**config.mk**
```make
export PLATFORM = sky130hd
export DESIGN_NAME = rs232_cmd_parser
export DESIGN_NICKNAME = d
export VERILOG_FILES = /design/src/rtl/rs232_cmd_parser_pkg.sv /design/src/rtl/rs232_cmd_parser_hex_ascii_decode.sv /design/src/rtl/rs232_cmd_parser.sv
export SDC_FILE = /design/constraint.sdc
export NUM_CORES = 1
export LEC_CHECK = 0
export ABC_AREA = 1
export BUFFER_PORTS_ARGS = -buffer_cell sky130_fd_sc_hd__buf_2
export CAP_MARGIN = 20
export CORE_ASPECT_RATIO = 1.75
export CORE_MARGIN = 2
export CORE_UTILIZATION = 53
export CTS_CLUSTER_DIAMETER = 40
export CTS_CLUSTER_SIZE = 40
export DETAILED_ROUTE_END_ITERATION = 12
export GPL_ROUTABILITY_DRIVEN = 0
export GPL_TIMING_DRIVEN = 0
export PLACE_DENSITY = 0.86
export SYNTH_ARGS = -nofsm -noshare
export SYNTH_HDL_FRONTEND = slang
export SYNTH_SLANG_ARGS = --single-unit
```
**constraint.sdc**
```tcl
create_clock -name clk -period 3 [get_ports clk]
set_clock_uncertainty 0.2 [all_clocks]
set_input_delay 0.45 -clock clk [delete_from_list [all_inputs] [get_ports clk]]
set_output_delay 0.45 -clock clk [all_outputs]
set_load 0.1 [all_outputs]
```
**src/rtl/rs232_cmd_parser_pkg.sv**
```systemverilog
`default_nettype none
// ============================================================================
// Module      : rs232_cmd_parser_pkg
// Description : Shared definitions for the RS-232 ASCII command parser.
//               Holds the ASCII constants, error code values, the FSM state
//               and field-phase encodings, and the clogb2 helper.
// Revision    : 1.0 - initial release
// ============================================================================
package rs232_cmd_parser_pkg;

    localparam logic [7:0] c_ASCII_CR = 8'h0D;
    localparam logic [7:0] c_ASCII_LF = 8'h0A;
    localparam logic [7:0] c_ASCII_W  = 8'h57;
    localparam logic [7:0] c_ASCII_R  = 8'h52;

    // Clearing bit 5 folds lower-case letters onto upper-case.
    localparam logic [7:0] c_CASE_MASK = 8'hDF;

    localparam logic [1:0] c_ERR_NONE     = 2'd0;
    localparam logic [1:0] c_ERR_BAD_CHAR = 2'd1;
    localparam logic [1:0] c_ERR_BAD_LEN  = 2'd2;
    localparam logic [1:0] c_ERR_TIMEOUT  = 2'd3;

    typedef enum logic [2:0] {
        S_IDLE    = 3'd0,
        S_POP     = 3'd1,
        S_PARSE   = 3'd2,
        S_EXEC    = 3'd3,
        S_DISCARD = 3'd4
    } state_t;

    typedef enum logic [1:0] {
        PH_CMD  = 2'd0,
        PH_ADDR = 2'd1,
        PH_DATA = 2'd2,
        PH_EOL  = 2'd3
    } phase_t;

    // Number of bits needed to hold the values 0 .. value-1 (minimum 1).
    function automatic int clogb2(input int value);
        int v;
        int r;
        v = value - 1;
        r = 0;
        while (v > 0) begin
            r = r + 1;
            v = v >> 1;
        end
        return (r < 1) ? 1 : r;
    endfunction

endpackage
`default_nettype wire

```
**src/rtl/rs232_cmd_parser_hex_ascii_decode.sv**
```systemverilog
`default_nettype none
// ============================================================================
// Module      : rs232_cmd_parser_hex_ascii_decode
// Description : Combinational ASCII hex digit decoder.
//               i_byte   - ASCII character
//               o_is_hex - character is 0-9, A-F or a-f
//               o_nibble - value of the digit (0 when not hex)
// Revision    : 1.0 - initial release
// ============================================================================
module rs232_cmd_parser_hex_ascii_decode (
    input  logic [7:0] i_byte,
    output logic       o_is_hex,
    output logic [3:0] o_nibble
);

    always_comb begin
        o_is_hex = 1'b0;
        o_nibble = 4'h0;
        if (i_byte >= 8'h30 && i_byte <= 8'h39) begin
            o_is_hex = 1'b1;
            o_nibble = i_byte[3:0];
        end else if ((i_byte >= 8'h41 && i_byte <= 8'h46) ||
                     (i_byte >= 8'h61 && i_byte <= 8'h66)) begin
            // 'A'/'a' have low nibble 1, so +9 yields 10.
            o_is_hex = 1'b1;
            o_nibble = i_byte[3:0] + 4'd9;
        end
    end

endmodule
`default_nettype wire

```
**src/rtl/rs232_cmd_parser.sv**
```systemverilog
`default_nettype none
// ============================================================================
// Module      : rs232_cmd_parser
// Description : Pops ASCII characters from the RS-232 receive FIFO, assembles
//               W<addr><data>CR / R<addr>CR hex commands and issues one
//               register-bus transaction per valid line.
// Ports       : clk, rst (async, active-high)
//               rx_fifo_empty / rx_fifo_rd_en / rx_fifo_data - FIFO read side
//               reg_addr, reg_wdata, reg_wr, reg_rd, reg_ack - register bus
//               err, err_code - error strobe (1 bad char, 2 bad length,
//                               3 ack timeout)
// Revision    : 1.0 - initial release
// ============================================================================
module rs232_cmd_parser
    import rs232_cmd_parser_pkg::*;
#(
    parameter int P_ADDR_NIB    = 4,
    parameter int P_DATA_NIB    = 4,
    parameter int P_ACK_TIMEOUT = 1023
) (
    input  logic                    clk,
    input  logic                    rst,
    input  logic                    rx_fifo_empty,
    output logic                    rx_fifo_rd_en,
    input  logic [7:0]              rx_fifo_data,
    output logic [4*P_ADDR_NIB-1:0] reg_addr,
    output logic [4*P_DATA_NIB-1:0] reg_wdata,
    output logic                    reg_wr,
    output logic                    reg_rd,
    input  logic                    reg_ack,
    output logic                    err,
    output logic [1:0]              err_code
);

    localparam int c_AW      = 4 * P_ADDR_NIB;
    localparam int c_DW      = 4 * P_DATA_NIB;
    localparam int c_TW      = clogb2(P_ACK_TIMEOUT + 1);
    localparam int c_MAX_NIB = (P_ADDR_NIB > P_DATA_NIB) ? P_ADDR_NIB : P_DATA_NIB;
    localparam int c_NW      = clogb2(c_MAX_NIB + 1);

    state_t            r_state;
    phase_t            r_phase;
    logic [c_NW-1:0]   r_nib;
    logic              r_is_wr;
    logic              r_dropping;
    logic [c_AW-1:0]   r_addr_sh;
    logic [c_DW-1:0]   r_data_sh;
    logic [c_TW-1:0]   r_timer;
    logic              r_rd_en;
    logic [c_AW-1:0]   r_reg_addr;
    logic [c_DW-1:0]   r_reg_wdata;
    logic              r_reg_wr;
    logic              r_reg_rd;
    logic              r_err;
    logic [1:0]        r_err_code;

    logic              w_is_hex;
    logic [3:0]        w_nib;
    logic              w_is_cr;
    logic              w_is_lf;
    logic              w_is_w;
    logic              w_is_r;
    logic              w_last_addr;
    logic              w_last_data;

    rs232_cmd_parser_hex_ascii_decode u_hex_dec (
        .i_byte   (rx_fifo_data),
        .o_is_hex (w_is_hex),
        .o_nibble (w_nib)
    );

    assign w_is_cr     = (rx_fifo_data == c_ASCII_CR);
    assign w_is_lf     = (rx_fifo_data == c_ASCII_LF);
    assign w_is_w      = ((rx_fifo_data & c_CASE_MASK) == c_ASCII_W);
    assign w_is_r      = ((rx_fifo_data & c_CASE_MASK) == c_ASCII_R);
    assign w_last_addr = (r_nib == c_NW'(P_ADDR_NIB - 1));
    assign w_last_data = (r_nib == c_NW'(P_DATA_NIB - 1));

    always_ff @(posedge clk or posedge rst) begin
        if (rst) begin
            r_state     <= S_IDLE;
            r_phase     <= PH_CMD;
            r_nib       <= '0;
            r_is_wr     <= 1'b0;
            r_dropping  <= 1'b0;
            r_addr_sh   <= '0;
            r_data_sh   <= '0;
            r_timer     <= '0;
            r_rd_en     <= 1'b0;
            r_reg_addr  <= '0;
            r_reg_wdata <= '0;
            r_reg_wr    <= 1'b0;
            r_reg_rd    <= 1'b0;
            r_err       <= 1'b0;
            r_err_code  <= c_ERR_NONE;
        end else begin
            r_rd_en <= 1'b0;
            r_err   <= 1'b0;
            case (r_state)
                // S_DISCARD waits for bytes exactly like S_IDLE; r_dropping
                // tells S_PARSE to throw the byte away.
                S_IDLE, S_DISCARD: begin
                    if (!rx_fifo_empty) begin
                        r_rd_en <= 1'b1;
                        r_state <= S_POP;
                    end
                end
                S_POP: r_state <= S_PARSE;
                S_PARSE: begin
                    r_state <= S_IDLE;
                    if (r_dropping) begin
                        if (w_is_cr) r_dropping <= 1'b0;
                        else         r_state    <= S_DISCARD;
                    end else if (w_is_lf) begin
                        r_phase <= r_phase;
                    end else if (w_is_cr) begin
                        if (r_phase == PH_EOL) begin
                            r_reg_addr  <= r_addr_sh;
                            r_reg_wdata <= r_data_sh;
                            r_timer     <= '0;
                            r_phase     <= PH_CMD;
                            r_state     <= S_EXEC;
                        end else if (r_phase != PH_CMD) begin
                            r_err      <= 1'b1;
                            r_err_code <= c_ERR_BAD_LEN;
                            r_phase    <= PH_CMD;
                        end
                    end else begin
                        case (r_phase)
                            PH_CMD: begin
                                if (w_is_w || w_is_r) begin
                                    r_is_wr   <= w_is_w;
                                    r_phase   <= PH_ADDR;
                                    r_nib     <= '0;
                                    r_addr_sh <= '0;
                                    r_data_sh <= '0;
                                end else begin
                                    r_err      <= 1'b1;
                                    r_err_code <= c_ERR_BAD_CHAR;
                                    r_dropping <= 1'b1;
                                    r_state    <= S_DISCARD;
                                end
                            end
                            PH_ADDR, PH_DATA: begin
                                if (w_is_hex) begin
                                    r_nib <= r_nib + c_NW'(1);
                                    if (r_phase == PH_ADDR) begin
                                        r_addr_sh <= (r_addr_sh << 4) | c_AW'(w_nib);
                                        if (w_last_addr) begin
                                            r_nib   <= '0;
                                            r_phase <= r_is_wr ? PH_DATA : PH_EOL;
                                        end
                                    end else begin
                                        r_data_sh <= (r_data_sh << 4) | c_DW'(w_nib);
                                        if (w_last_data) begin
                                            r_nib   <= '0;
                                            r_phase <= PH_EOL;
                                        end
                                    end
                                end else begin
                                    r_err      <= 1'b1;
                                    r_err_code <= c_ERR_BAD_CHAR;
                                    r_phase    <= PH_CMD;
                                    r_dropping <= 1'b1;
                                    r_state    <= S_DISCARD;
                                end
                            end
                            PH_EOL: begin
                                // A hex digit here means the line is too long.
                                r_err      <= 1'b1;
                                r_err_code <= w_is_hex ? c_ERR_BAD_LEN : c_ERR_BAD_CHAR;
                                r_phase    <= PH_CMD;
                                r_dropping <= 1'b1;
                                r_state    <= S_DISCARD;
                            end
                        endcase
                    end
                end
                S_EXEC: begin
                    // First EXEC cycle raises the request; acks are only
                    // meaningful once it is visible on the bus.
                    if (!(r_reg_wr || r_reg_rd)) begin
                        r_reg_wr <= r_is_wr;
                        r_reg_rd <= !r_is_wr;
                        r_timer  <= '0;
                    end else if (reg_ack) begin
                        r_reg_wr <= 1'b0;
                        r_reg_rd <= 1'b0;
                        r_state  <= S_IDLE;
                    end else if (r_timer == c_TW'(P_ACK_TIMEOUT - 1)) begin
                        r_reg_wr   <= 1'b0;
                        r_reg_rd   <= 1'b0;
                        r_err      <= 1'b1;
                        r_err_code <= c_ERR_TIMEOUT;
                        r_state    <= S_IDLE;
                    end else begin
                        r_timer <= r_timer + c_TW'(1);
                    end
                end
                default: r_state <= S_IDLE;
            endcase
        end
    end

    assign rx_fifo_rd_en = r_rd_en;
    assign reg_addr      = r_reg_addr;
    assign reg_wdata     = r_reg_wdata;
    assign reg_wr        = r_reg_wr;
    assign reg_rd        = r_reg_rd;
    assign err           = r_err;
    assign err_code      = r_err_code;

endmodule
`default_nettype wire

```
Word-level counts from Yosys, hierarchy flattened
Index checks and enable logic that the tools add are counted.
W data, S select, Z words.
{"block": "word_totals", "inputBits": 12, "reg_bits": 90, "elab_cells": 170, "out_inout_bits": 38}
{"block": "op_classes", "n_reduce_logical": 24, "magnitude_cmp": 6, "bitwise_logic": 5, "n_eq_ne": 36, "mux": 81, "add_sub_neg": 3}
{"cell": "$mux W16", "count": 5}
{"cell": "$mux W10", "count": 7}
{"cell": "$pmux W16 S2", "count": 2}
{"cell": "$mux W2", "count": 20}
{"cell": "$mux W3", "count": 13}
{"cell": "$or A16 B4 Y16", "count": 2}
{"cell": "$ne A2 B2 Y1 const B", "count": 12}
{"cell": "$mux W1", "count": 23}
{"cell": "$pmux W10 S2", "count": 1}
{"cell": "$ne A3 B3 Y1 const B", "count": 6}
{"cell": "$eq A8 B4 Y1 const B", "count": 2}
{"cell": "$ge A8 B7 Y1 const B", "count": 2}
{"cell": "$le A8 B7 Y1 const B", "count": 2}
{"cell": "$reduce_and A8 Y1", "count": 2}
{"cell": "$eq A7 B6 Y1 const B", "count": 2}
{"cell": "$reduce_and A7 Y1", "count": 2}
{"cell": "$ne A4 B4 Y1 const B", "count": 3}
{"cell": "$pmux W2 S3", "count": 2}
{"cell": "$pmux W3 S4", "count": 1}
{"cell": "$reduce_and A6 Y1", "count": 2}
{"cell": "$add A10 B1 Y10 const B", "count": 1}
{"cell": "$eq A10 B10 Y1 const B", "count": 1}
{"cell": "$reduce_and A10 Y1", "count": 1}
{"cell": "$eq A3 B2 Y1 const B", "count": 3}
{"cell": "other kinds (27)", "count": 38}

Depth between registers and ports, before layout
Gate-level depths: netlist (run 1).
{"block": "depth", "depth_word": 11, "depth_mapped": 13, "depth_no_buf": 13}

Modules after synthesis
From an unflattened synthesis (run 1), not the netlist that was laid out.
{"block": "unflattened", "hier_cells": 581, "hier_area_um2": 4636.9}
{"mod": "rs232_cmd_parser", "cells_per_inst": 548, "seq_area_each_um2": 2252.2, "n_inst": 1, "area_per_inst_um2": 4461.8}
{"mod": "rs232_cmd_parser_hex_ascii_decode", "cells_per_inst": 33, "seq_area_each_um2": 0.0, "n_inst": 1, "area_per_inst_um2": 175.2}

Least setup slack after synthesis (run 1)
OpenSTA, ideal clock, no wires.
{"block": "synth_path", "path_kind": "register -> register", "from": "register r_reg_wr (netlist: reg_wr)", "to": "register r_timer[8]", "path_buffers": 1, "setup_ps": 117, "t_arrival_ps": 1970, "path_stages_with_launch": 11, "required_time_ps": 2683, "path_slack_ps": 713, "period_less_slack_ps": 2287, "path_cell_list": "dfrtp_1 inv_1 nand2_1 clkinv_1 nand2_1 nand3_1 nand2_1 nor2_4 buf_6 nand2_1 nand2_1"}
{"block": "synth_via", "elab_chain_len": 3, "word_cells_on_any_way": 6, "classes_between": "eq/ne: 2; mux: 2; reduce/logical: 2"}
{"element": "start, declared", "line_no": "rs232_cmd_parser.sv:52", "text": "logic r_reg_wr;"}
{"element": "start signal, assigned", "line_no": "rs232_cmd_parser.sv:183", "text": "r_reg_wr <= r_is_wr;"}
{"element": "$logic_or A1 B1 Y1 *", "line_no": "rs232_cmd_parser.sv:182", "text": "if (!(r_reg_wr || r_reg_rd)) begin"}
{"element": "$ne A3 B3 Y1 (no line) or $mux W10 (tied branches)"}
{"element": "$reduce_and A7 Y1 (no line) or $pmux W10 S2 (tied branches)"}
{"element": "end signal, assigned", "line_no": "rs232_cmd_parser.sv:197", "text": "r_timer <= r_timer + c_TW'(1);"}
{"element": "end, declared", "line_no": "rs232_cmd_parser.sv:48", "text": "logic [c_TW-1:0] r_timer;"}
Mark *: on every way between the ends. The rest lies on a longest branch, timed or not.
A chain may end at the register's enable or synchronous reset.

Worst setup path in the final report (run 1)
{"block": "layout_path", "from": "register r_phase[0]", "to": "register r_addr_sh[5]"}
{"block": "layout_via", "elab_chain_len": 4, "word_cells_on_any_way": 10, "classes_between": "eq/ne: 5; mux: 1; reduce/logical: 4"}
{"element": "start, declared", "line_no": "rs232_cmd_parser.sv:42", "text": "phase_t r_phase;"}
{"element": "start signal, assigned", "line_no": "rs232_cmd_parser.sv:115", "text": "r_phase <= r_phase;"}
{"element": "start signal, assigned", "line_no": "rs232_cmd_parser.sv:151", "text": "r_phase <= r_is_wr ? PH_DATA : PH_EOL;"}
{"element": "$eq A2 B1 Y1 or $eq A2 B2 Y1 (tied branches)", "line_no": "rs232_cmd_parser.sv:129, rs232_cmd_parser.sv:147"}
{"element": "$reduce_or A2 Y1", "line_no": "rs232_cmd_parser.sv:129", "text": "case (r_phase)"}
{"element": "$ne A2 B2 Y1 (no line) or $reduce_bool A2 Y1 (tied branches)"}
{"element": "$reduce_and A8 Y1 (no line)"}
{"element": "end signal, assigned", "line_no": "rs232_cmd_parser.sv:148", "text": "r_addr_sh <= (r_addr_sh << 4) | c_AW'(w_nib);"}
{"element": "end, declared", "line_no": "rs232_cmd_parser.sv:46", "text": "logic [c_AW-1:0] r_addr_sh;"}
Parallel ways exist; a longest one is shown, timed or not.

==> summary.md, run 1 <==
| Metric | Value |
|---|---|
| Worst Tran Pin Value | 0.5734 ns |
| Crit-path max FO | 10 |
| Placed Instances | 725 |
| Leak Pwr | 0.002715 uW |
| Drt initial violations | 273 |
| Fillers | 703 |
| CTS Root Buffer Type | clkbuf_16 |
| Die area | 9831 um2 |
| Final Hold Viols | 0 |
| Crit path time final | 2.292 ns |
| Post-CTS Setup Inserts | 0 |
| Hold-fix buffers, CTS | 1 |
| Hold Path Class | in -> reg |
| Main area contributors after synthesis | dfrtp_1 (47%), nand2_1 (13%), o21ai_2 (7.3%) |
| Diodes inserted | 0 |
| Data arrival, critical path | 2.36 ns |
| DR vias | 3810 |
| Commonest non-fill, non-tap cell in the layout | nand2_1 |
| Peak VDD IR | 0.0005837 V |
| Synth async-reset ratio | 100.0% |
| Clock latency on the worst-skew pair | 0.33 ns |
| Register-to-register setup slack | 0.71 ns |
| Reg clk slew, reported paths | 0.06 ns |
| DR WL met2 | 5.746 mm |
| Required time of the critical path | 3.07 ns |
| Synth top area share | 47.08% |
| Tcrit/Tclk final | 76.39% |
| Post-Syn Nets | 582 |
| Largest net degree at the start of global routing | 62 |
| Post-route DRC | 0 |
| Top Metal Used | met4 |
| Average cell area after synthesis | 8.572 um2 |
| Unrepaired setup endpoints after global routing | false |
| Power per standard cell area | 649.2 nW/um2 |
| CP cell instances | inv_1 -> ha_1 -> buf_2 -> clkbuf_1 -> nand2_1 -> o21ai_2 |
| CTS resizes | 0 |
| CP bufs+invs | 3 |
| CP startpoint kind | flop |
| Mapped cell area | 4783 um2 |
| Router iterations before antenna repair | 4 |
| GRT Total Usage | 22.48% |
| Antenna violations before repair | 0 |
| WS Path Type | reg -> reg |
| I/O Pins | 50 |
| Most frequent cells in the layout | nand2_1 (166), dfrtp_1 (90), inv_1 (70) |
| Max capacitance violation total | 0 |
| Number of global-route vias before repair | 3923 |
| CTS tree | built |
| First-pass GRT wire length | 16.89 mm |
| Critical register-to-register path startpoint | r_phase[0]$_DFFE_PP0P_ |
| Chip width | 75.82 um |
| Port Buffer Count | 49 |
| Depth of the most critical reg-to-reg path | 6 |
| Synth cell types | 38 |
| Non-Filler Instances | 742 |
| CP max-delay cell | ha_1 |
| Seq/Total Area, Yosys | 47.08% |
| Seq cells post-synth | 90 |
| Post-synth EDFFs | 0 |
| Die H | 129.7 um |
| Layout cells sized above 1 | 26.56% |
| Number of core rows | 45 |
| Cells after Synth | 558 |
| TritonCTS sink count | 90 |
| WHS Endpoint | rx_fifo_rd_en$_DFF_PP0_ |
| Crit end category | flop |
| CTS HTree Levels | 3 |
| Top FF cell, synth | dfrtp_1 |
| WL met3 | 253 um |
| Fmax | 436.3 MHz |
| Worst hold slack | 0.08200 ns |
| Hold path start | rx_fifo_empty |
| Post-synth top area cell | dfrtp_1 |
| Gr ovfl total | 0 |
| # setup viols final | 0 |
| Headroom to the max-slew limit | 61.37% |
| Nets | 644 |
| Reg2reg end | r_addr_sh[5]$_DFFE_PP0P_ |
| Vias per std cell | 5.135 |
| Critical path's largest stage delay | 0.44 ns |
| P&R area growth vs syn | 15.56% |
| DR WL/cell | 13.64 um |
| Initial Util | 54.81% |
| Detail Route Antenna Nets | 0 |
| CTS Buffer Depth | 2 |
| Num CTS Buffers | 9 |
| Core area | 8727 um2 |
| Detailed Route WL | 10.12 mm |
| Cell family with most CP delay | buffers and inverters |
| Post-DP HPWL | 7.556 mm |
| Hold path cells | 2 |
| Synth warnings | 0 |
| Status | finished, final reports clean |
| Met1 Wirelength | 3.739 mm |
| Max-slew violation count | 0 |
[worst register-to-register path, cell delays in order, from the launching register on]
cell and delay (ns):
dfrtp_1 0.42, inv_1 0.09, ha_1 0.44, buf_2 0.28
clkbuf_1 0.44, nand2_1 0.20, o21ai_2 0.16
[power breakdown]
group          internal (uW)  switching [uW]
Clock                    732             447
Sequential              1290            68.0
Combinational            250             801
Total                   2270            1320
[flip-flops by register name (all words and copies together) (netlist names)]
register and count:
r_phase 2, r_addr_sh 16, reg_rd 1, r_is_wr 1, rx_fifo_rd_en 1, err 1, r_timer 10, r_data_sh 16
r_state 3, reg_addr 16, reg_wr 1, err_code 2, r_nib 3, r_dropping 1, reg_wdata 16
[final cells by class]
class                   instances  area (um2)  share of cell area, %
plain buffers                  18       155.1                  2.807
clock buffers                  12       236.5                  4.278
clock inverters                 4       76.32                  1.381
inverters                      80       306.5                  5.545
multi-input cells             370        2072                  37.48
flip-flops and latches         90        2252                  40.74
well taps                     117       146.4                  2.648
repair buffers                 51       282.8                  5.115
[worst max-delay path by stage]
stage,slack (ns),endpoint,from,cells after the start
2_1_floorplan,0.01,err$_DFF_PP0_,rst,1
3_3_place_gp,-0.92,reg_addr[12]$_DFFE_PP0P_,rst,2
3_5_place_dp,0.67,r_state[1]$_DFFE_PP0P_,rx_fifo_data[0],11
4_1_cts,0.73,r_addr_sh[5]$_DFFE_PP0P_,r_phase[0]$_DFFE_PP0P_,6
5_1_grt,0.60,r_addr_sh[4]$_DFFE_PP0P_,r_phase[0]$_DFFE_PP0P_,6
6_report,0.71,r_addr_sh[5]$_DFFE_PP0P_,r_phase[0]$_DFFE_PP0P_,6
[metal layers]
metal,vias to the layer above,track usage (%)
li1,1868,-
met1,1828,21.86
met2,84,42.55
met3,30,4.044
met4,0,11.56
met5,-,0
[cell usage after synthesis, types with 6 or more instances]
master   count
o21ai_0     13
o21ai_1     24
buf_6       11
o21ai_2     40
nor3_1       8
nand2_1    166
nand3_1     19
nand3_2      6
dfrtp_1     90
nor2_1      26
inv_1       71
ha_1        12
nand2_2     21
[cells by family after synthesis]
| kind of cell | synth area share (%) |
|---|---|
| AND/OR/NAND/NOR | 26.39 |
| buffers and inverters | 9.600 |
| flip-flops | 47.08 |
| AO/OA/AOI/OAI | 12.87 |
| adder cells (fa/ha/maj) | 3.139 |
| XOR/XNOR | 0.9155 |
[stage by stage]
stage	setup WS [ns]	util, %	TNS [ns]	power (uW)	cell area [um2]
after floorplan	0.01474	-	0	2208	4783
after global placement	-0.9162	59.30	-81.95	2382	5175
after detailed placement	0.6725	59.64	0	2428	5205
after CTS	0.7307	63.34	0	3620	5528
after global routing	0.6044	63.34	0	3759	5528
final	0.7082	63.34	0	3589	5528
Note: power is estimated with default switching activity, not from simulation.
==> run 2, diff against run 1 <==
Settings changed: CORE_UTILIZATION 53 to 59, PLACE_DENSITY 0.86 to 0.9.
Clock period 3 ns to 2.2 ns, I/O delays scaled along.
==> summary.md, run 2 (same netlist as run 1, synthesis figures left out) <==
| Metric | Value |
|---|---|
| TritonCTS sink count | 90 |
| Post-CTS Setup Inserts | 0 |
| Post-DP HPWL | 7.540 mm |
| Initial Util | 60.48% |
| Most frequent cells in the layout | nand2_1 (166), dfrtp_1 (88), inv_1 (70) |
| Max-slew violation count | 0 |
| Drt initial violations | 207 |
| Router iterations before antenna repair | 4 |
| CTS tree | built |
| Post-route DRC | 0 |
| Core area | 7909 um2 |
| Fmax | 497.0 MHz |
| Met2 GRT Util | 47.94% |
| P&R area growth vs syn | 16.14% |
| Port Buffer Count | 49 |
| Data arrival, critical path | 2.02 ns |
| Final Hold Viols | 0 |
| Routing usage on met1 | 26.21% |
| DR WL/cell | 14.46 um |
| I/O Pins | 50 |
| Power per standard cell area | 909.4 nW/um2 |
| Commonest non-fill, non-tap cell in the layout | nand2_1 |
| GR peak layer | met2 |
| CP startpoint kind | flop |
| Crit-path max FO | 10 |
| Gr ovfl total | 0 |
| Hold path start | reg_ack |
| GR Util met3 | 4.645% |
| Critical register-to-register path startpoint | r_phase[0]$_DFFE_PP0P_ |
| Peak VDD IR | 0.0008963 V |
| Final core utilization | 70.24% |
| DR vias | 3881 |
| Register Area | 2255 um2 |
| Num CTS Buffers | 9 |
| Vias per std cell | 5.420 |
| Detailed Route WL | 10.35 mm |
| Unrepaired setup endpoints after global routing | false |
| Largest net degree at the start of global routing | 46 |
| Detail Route Antenna Nets | 0 |
| CTS Root Buffer Type | clkbuf_16 |
| Worst Tran Pin Value | 0.5454 ns |
| Crit end category | flop |
| Number of global-route vias before repair | 4032 |
| Antenna violations before repair | 0 |
| Max capacitance violation total | 0 |
| Critical Path Start | r_phase[0]$_DFFE_PP0P_ |
| Die area | 8872 um2 |
| Reg clk slew, reported paths | 0.06 ns |
| Number of core rows | 43 |
| Leak Pwr | 0.002737 uW |
| GRT Total Usage | 25.93% |
| Placed Area | 5187 um2 |
| CTS HTree Levels | 3 |
| Required time of the critical path | 2.21 ns |
| Diodes inserted | 0 |
| CTS Buffer Depth | 2 |
| Clock latency on the worst-skew pair | 0.34 ns |
| First-pass GRT wire length | 17.80 mm |
| Die H | 123.1 um |
| Placed Instances | 699 |
| Crit path time final | 2.012 ns |
| Design area | 5555 um2 |
| Tcrit/Tclk final | 91.46% |
| Non-Filler Instances | 716 |
| Fillers | 596 |
| Multi-input gate area | 2072 um2 |
| Setup TNS | 0 ns |
| Status | finished, final reports clean |
| # setup viols final | 0 |
| Headroom to the max-slew limit | 63.26% |
| Hold Path Class | in -> reg |
| Nets | 645 |
| Chip width | 72.07 um |
| Layout cells sized above 1 | 27.48% |
| WS Path Type | reg -> reg |
## run 2: per-layer routing
layer / vias up / part of all wire [%]
met5: - / 0
met4: 0 / 3.7
met3: 35 / 2.9
met2: 107 / 57
met1: 1863 / 36
li1: 1876 / -
## run 2: what timing repair did
action,CTS,global route
resized for setup,1,3
pin swaps,0,0
endpoints found under the setup margin,3,11
hold endpoints to repair,46,0
hold buffers,2,0
## run 2: metrics by stage
step                setup WS, ns  hold slack, ns  total power (uW)
CTS                      0.02095         0.07519              5066
detailed placement      -0.04992         0.04211              3306
global placement        -0.03782          0.2580              3251
finish                    0.1879         0.08005              5052
global route             0.06586         0.08449              5292
floorplan                 0.1967          0.1964              3015
## run 2: worst paths after layout
check	to	slack, ns	depth (start not counted)
setup reg to reg	r_addr_sh[0]$_DFFE_PP0P_	0.19	7
hold / removal	err$_DFF_PP0_	0.08	4
min in group asynchronous	reg_addr[8]$_DFFE_PP0P_	0.24	3
hold reg to reg	err_code[1]$_DFFE_PP0P_	0.27	2
max in group asynchronous	reg_wr$_DFFE_PP0P_	0.83	5
setup / recovery	r_addr_sh[0]$_DFFE_PP0P_	0.19	7
## run 2: critical path: stages, from the launching register on
cell	delay, ns
dfrtp_1	0.42
inv_1	0.09
ha_1	0.43
o21ai_4	0.28
nand3_4	0.15
buf_6	0.19
nand2_2	0.06
o21ai_2	0.05
## run 2: final cells by class
cell class                 instances  area share [%]
sequential                        90           40.59
multi-input combinational        370           37.30
inverter                          80           5.541
timing repair buffer              53           5.495
clock buffer                      10           4.122
buffer                            17           2.860
clock inverter                     6           2.072
tap                               90           2.027
## run 2: where the power goes
group	switching, uW	total (uW)	internal [uW]
registers	94.8	1860	1760
clock network	637	1750	1110
logic	1090	1440	353
==> run 3, diff against run 2 <==
Settings changed: CORE_UTILIZATION 59 to 53, PLACE_DENSITY 0.9 to 0.86.
Clock period 2.2 ns to 1.7 ns, I/O delays scaled along.
==> summary.md, run 3 (same netlist as run 1, synthesis figures left out) <==
| Metric | Value |
|---|---|
| Vias per std cell | 5.438 |
| CTS Root Buffer Type | clkbuf_16 |
| Power per standard cell area | 1155 nW/um2 |
| Number of core rows | 45 |
| Core area | 8727 um2 |
| Design area | 6048 um2 |
| Leak Pwr | 0.002938 uW |
| Number of global-route vias before repair | 4246 |
| Initial Util | 54.81% |
| Reg clk slew, reported paths | 0.06 ns |
| Post-route DRC | 0 |
| Router iterations before antenna repair | 7 |
| Detail Route Antenna Nets | 0 |
| Final Hold Viols | 0 |
| CTS tree | built |
| WS Path Type | reg -> reg |
| Failing checks | negative setup slack |
| Chip width | 75.82 um |
| Required time of the critical path | 1.72 ns |
| Drt initial violations | 325 |
| Status | complete, but fails checks |
| First-pass GRT wire length | 19.24 mm |
| TritonCTS sink count | 90 |
| Crit path time final | 1.969 ns |
| Headroom to the max-slew limit | 65.43% |
| Tcrit/Tclk final | 115.8% |
| Post-DP HPWL | 7.722 mm |
| Diodes inserted | 0 |
| CTS Buffer Depth | 2 |
| Crit end category | flop |
| Commonest non-fill, non-tap cell in the layout | nand2_1 |
| Crit-path max FO | 6 |
| Data arrival, critical path | 1.99 ns |
| P&R area growth vs syn | 26.45% |
| Most frequent cells in the layout | nand2_1 (143), dfrtp_1 (88), inv_1 (62) |
| I/O Pins | 50 |
| Setup TNS | -11.47 ns |
| Fmax | 507.9 MHz |
| Met1 Wirelength | 4.168 mm |
| Final worst slack | -0.2690 ns |
| Max capacitance violation total | 0 |
| Worst Tran Pin Value | 0.5120 ns |
| Die H | 129.7 um |
| Placed Area | 5266 um2 |
| Detailed Route WL | 12.55 mm |
| Unrepaired setup endpoints after global routing | true |
| Hold Path Class | in -> reg |
| Clock latency on the worst-skew pair | 0.34 ns |
| WL met3 | 554 um |
| DR WL met2 | 7.144 mm |
| Gr ovfl total | 0 |
| Peak VDD IR | 0.001754 V |
| Port Buffer Count | 49 |
| CP startpoint kind | flop |
| Power Total | 6987 uW |
| DR WL/cell | 16.32 um |
| CTS HTree Levels | 3 |
| Nets | 671 |
| Largest net degree at the start of global routing | 38 |
| Layout cells sized above 1 | 38.34% |
| Max-slew violation count | 0 |
| Antenna violations before repair | 0 |
| Worst hold slack | 0.02264 ns |
| Num CTS Buffers | 9 |
| DR vias | 4182 |
| GRT Total Usage | 26.12% |
| # setup viols final | 82 |
| Die area | 9831 um2 |
| Top Metal Used | met4 |
[run 3: cell type report]
type	instances	area, um2
fill	595	2679
clock buffer	13	270.3
multi-input combinational	370	2255
tap	117	146.4
buffer	18	220.2
sequential	90	2255
clock inverter	3	46.29
inverter	80	324.1
timing repair buffer	78	531.8
[run 3: metal layers]
layer | track usage [%] | vias to the layer above
met2 | 47.97 | 177
met1 | 24.77 | 2012
met3 | 4.743 | 64
met4 | 17.65 | 0
li1 | - | 1929
met5 | 0 | -
[run 3: where the power goes]
part / internal [uW] / total (uW) / leakage [uW] / switching, uW
Sequential: 2280 / 2430 / 0.00124 / 143
Combinational: 783 / 2470 / 0.00155 / 1690
Clock: 1260 / 2090 / 0.000152 / 829
[run 3: worst max-delay path: stages, from the launching register on]
cell and delay, ns:
dfrtp_1 0.41, nor2_2 0.18, inv_2 0.09, nor2_8 0.11, buf_6 0.12, clkinvlp_4 0.13, nand3_2 0.09, nand2_2 0.06
nor2_4 0.23, buf_6 0.17, o21ai_1 0.07
[run 3: path summary, 6_finish.rpt]
check / startpoint / to / slack (ns) / cells after the start
worst min-delay path: reg_ack / err$_DFF_PP0_ / 0.02 / 4
max in group asynchronous: rst / reg_wdata[8]$_DFFE_PP0P_ / 0.25 / 5
min in group asynchronous: rst / r_phase[0]$_DFFE_PP0P_ / 0.28 / 3
worst min register to register: err_code[1]$_DFFE_PP0P_ / err_code[1]$_DFFE_PP0P_ / 0.27 / 2
worst max register to register: r_state[2]$_DFFE_PP0P_ / r_timer[4]$_DFFE_PP0P_ / -0.27 / 10
worst max-delay path: r_state[2]$_DFFE_PP0P_ / r_timer[4]$_DFFE_PP0P_ / -0.27 / 10
[run 3: per-stage QoR]
| stage | worst slack, ns | cells | utilization [%] |
|---|---|---|---|
| 6_report | -0.2690 | 769 | 69.30 |
| 5_1_grt | -0.3533 | 769 | 69.30 |
| 4_1_cts | -0.1315 | 763 | 67.89 |
| 3_5_place_dp | -0.4091 | 726 | 60.34 |
| 3_3_place_gp | -0.4851 | 724 | 59.89 |
| 2_1_floorplan | -0.04182 | 558 | - |
[run 3: repair_timing]
| item | in CTS | in global routing |
|---|---|---|
| pin swaps | 10 | 14 |
| gates resized for setup | 53 | 34 |
| setup buffers | 16 | 7 |
| hold buffers | 2 | 0 |
| endpoints found under the hold margin | 21 | 0 |
| gates cloned | 3 | 0 |
| endpoints found under the setup margin | 80 | 89 |
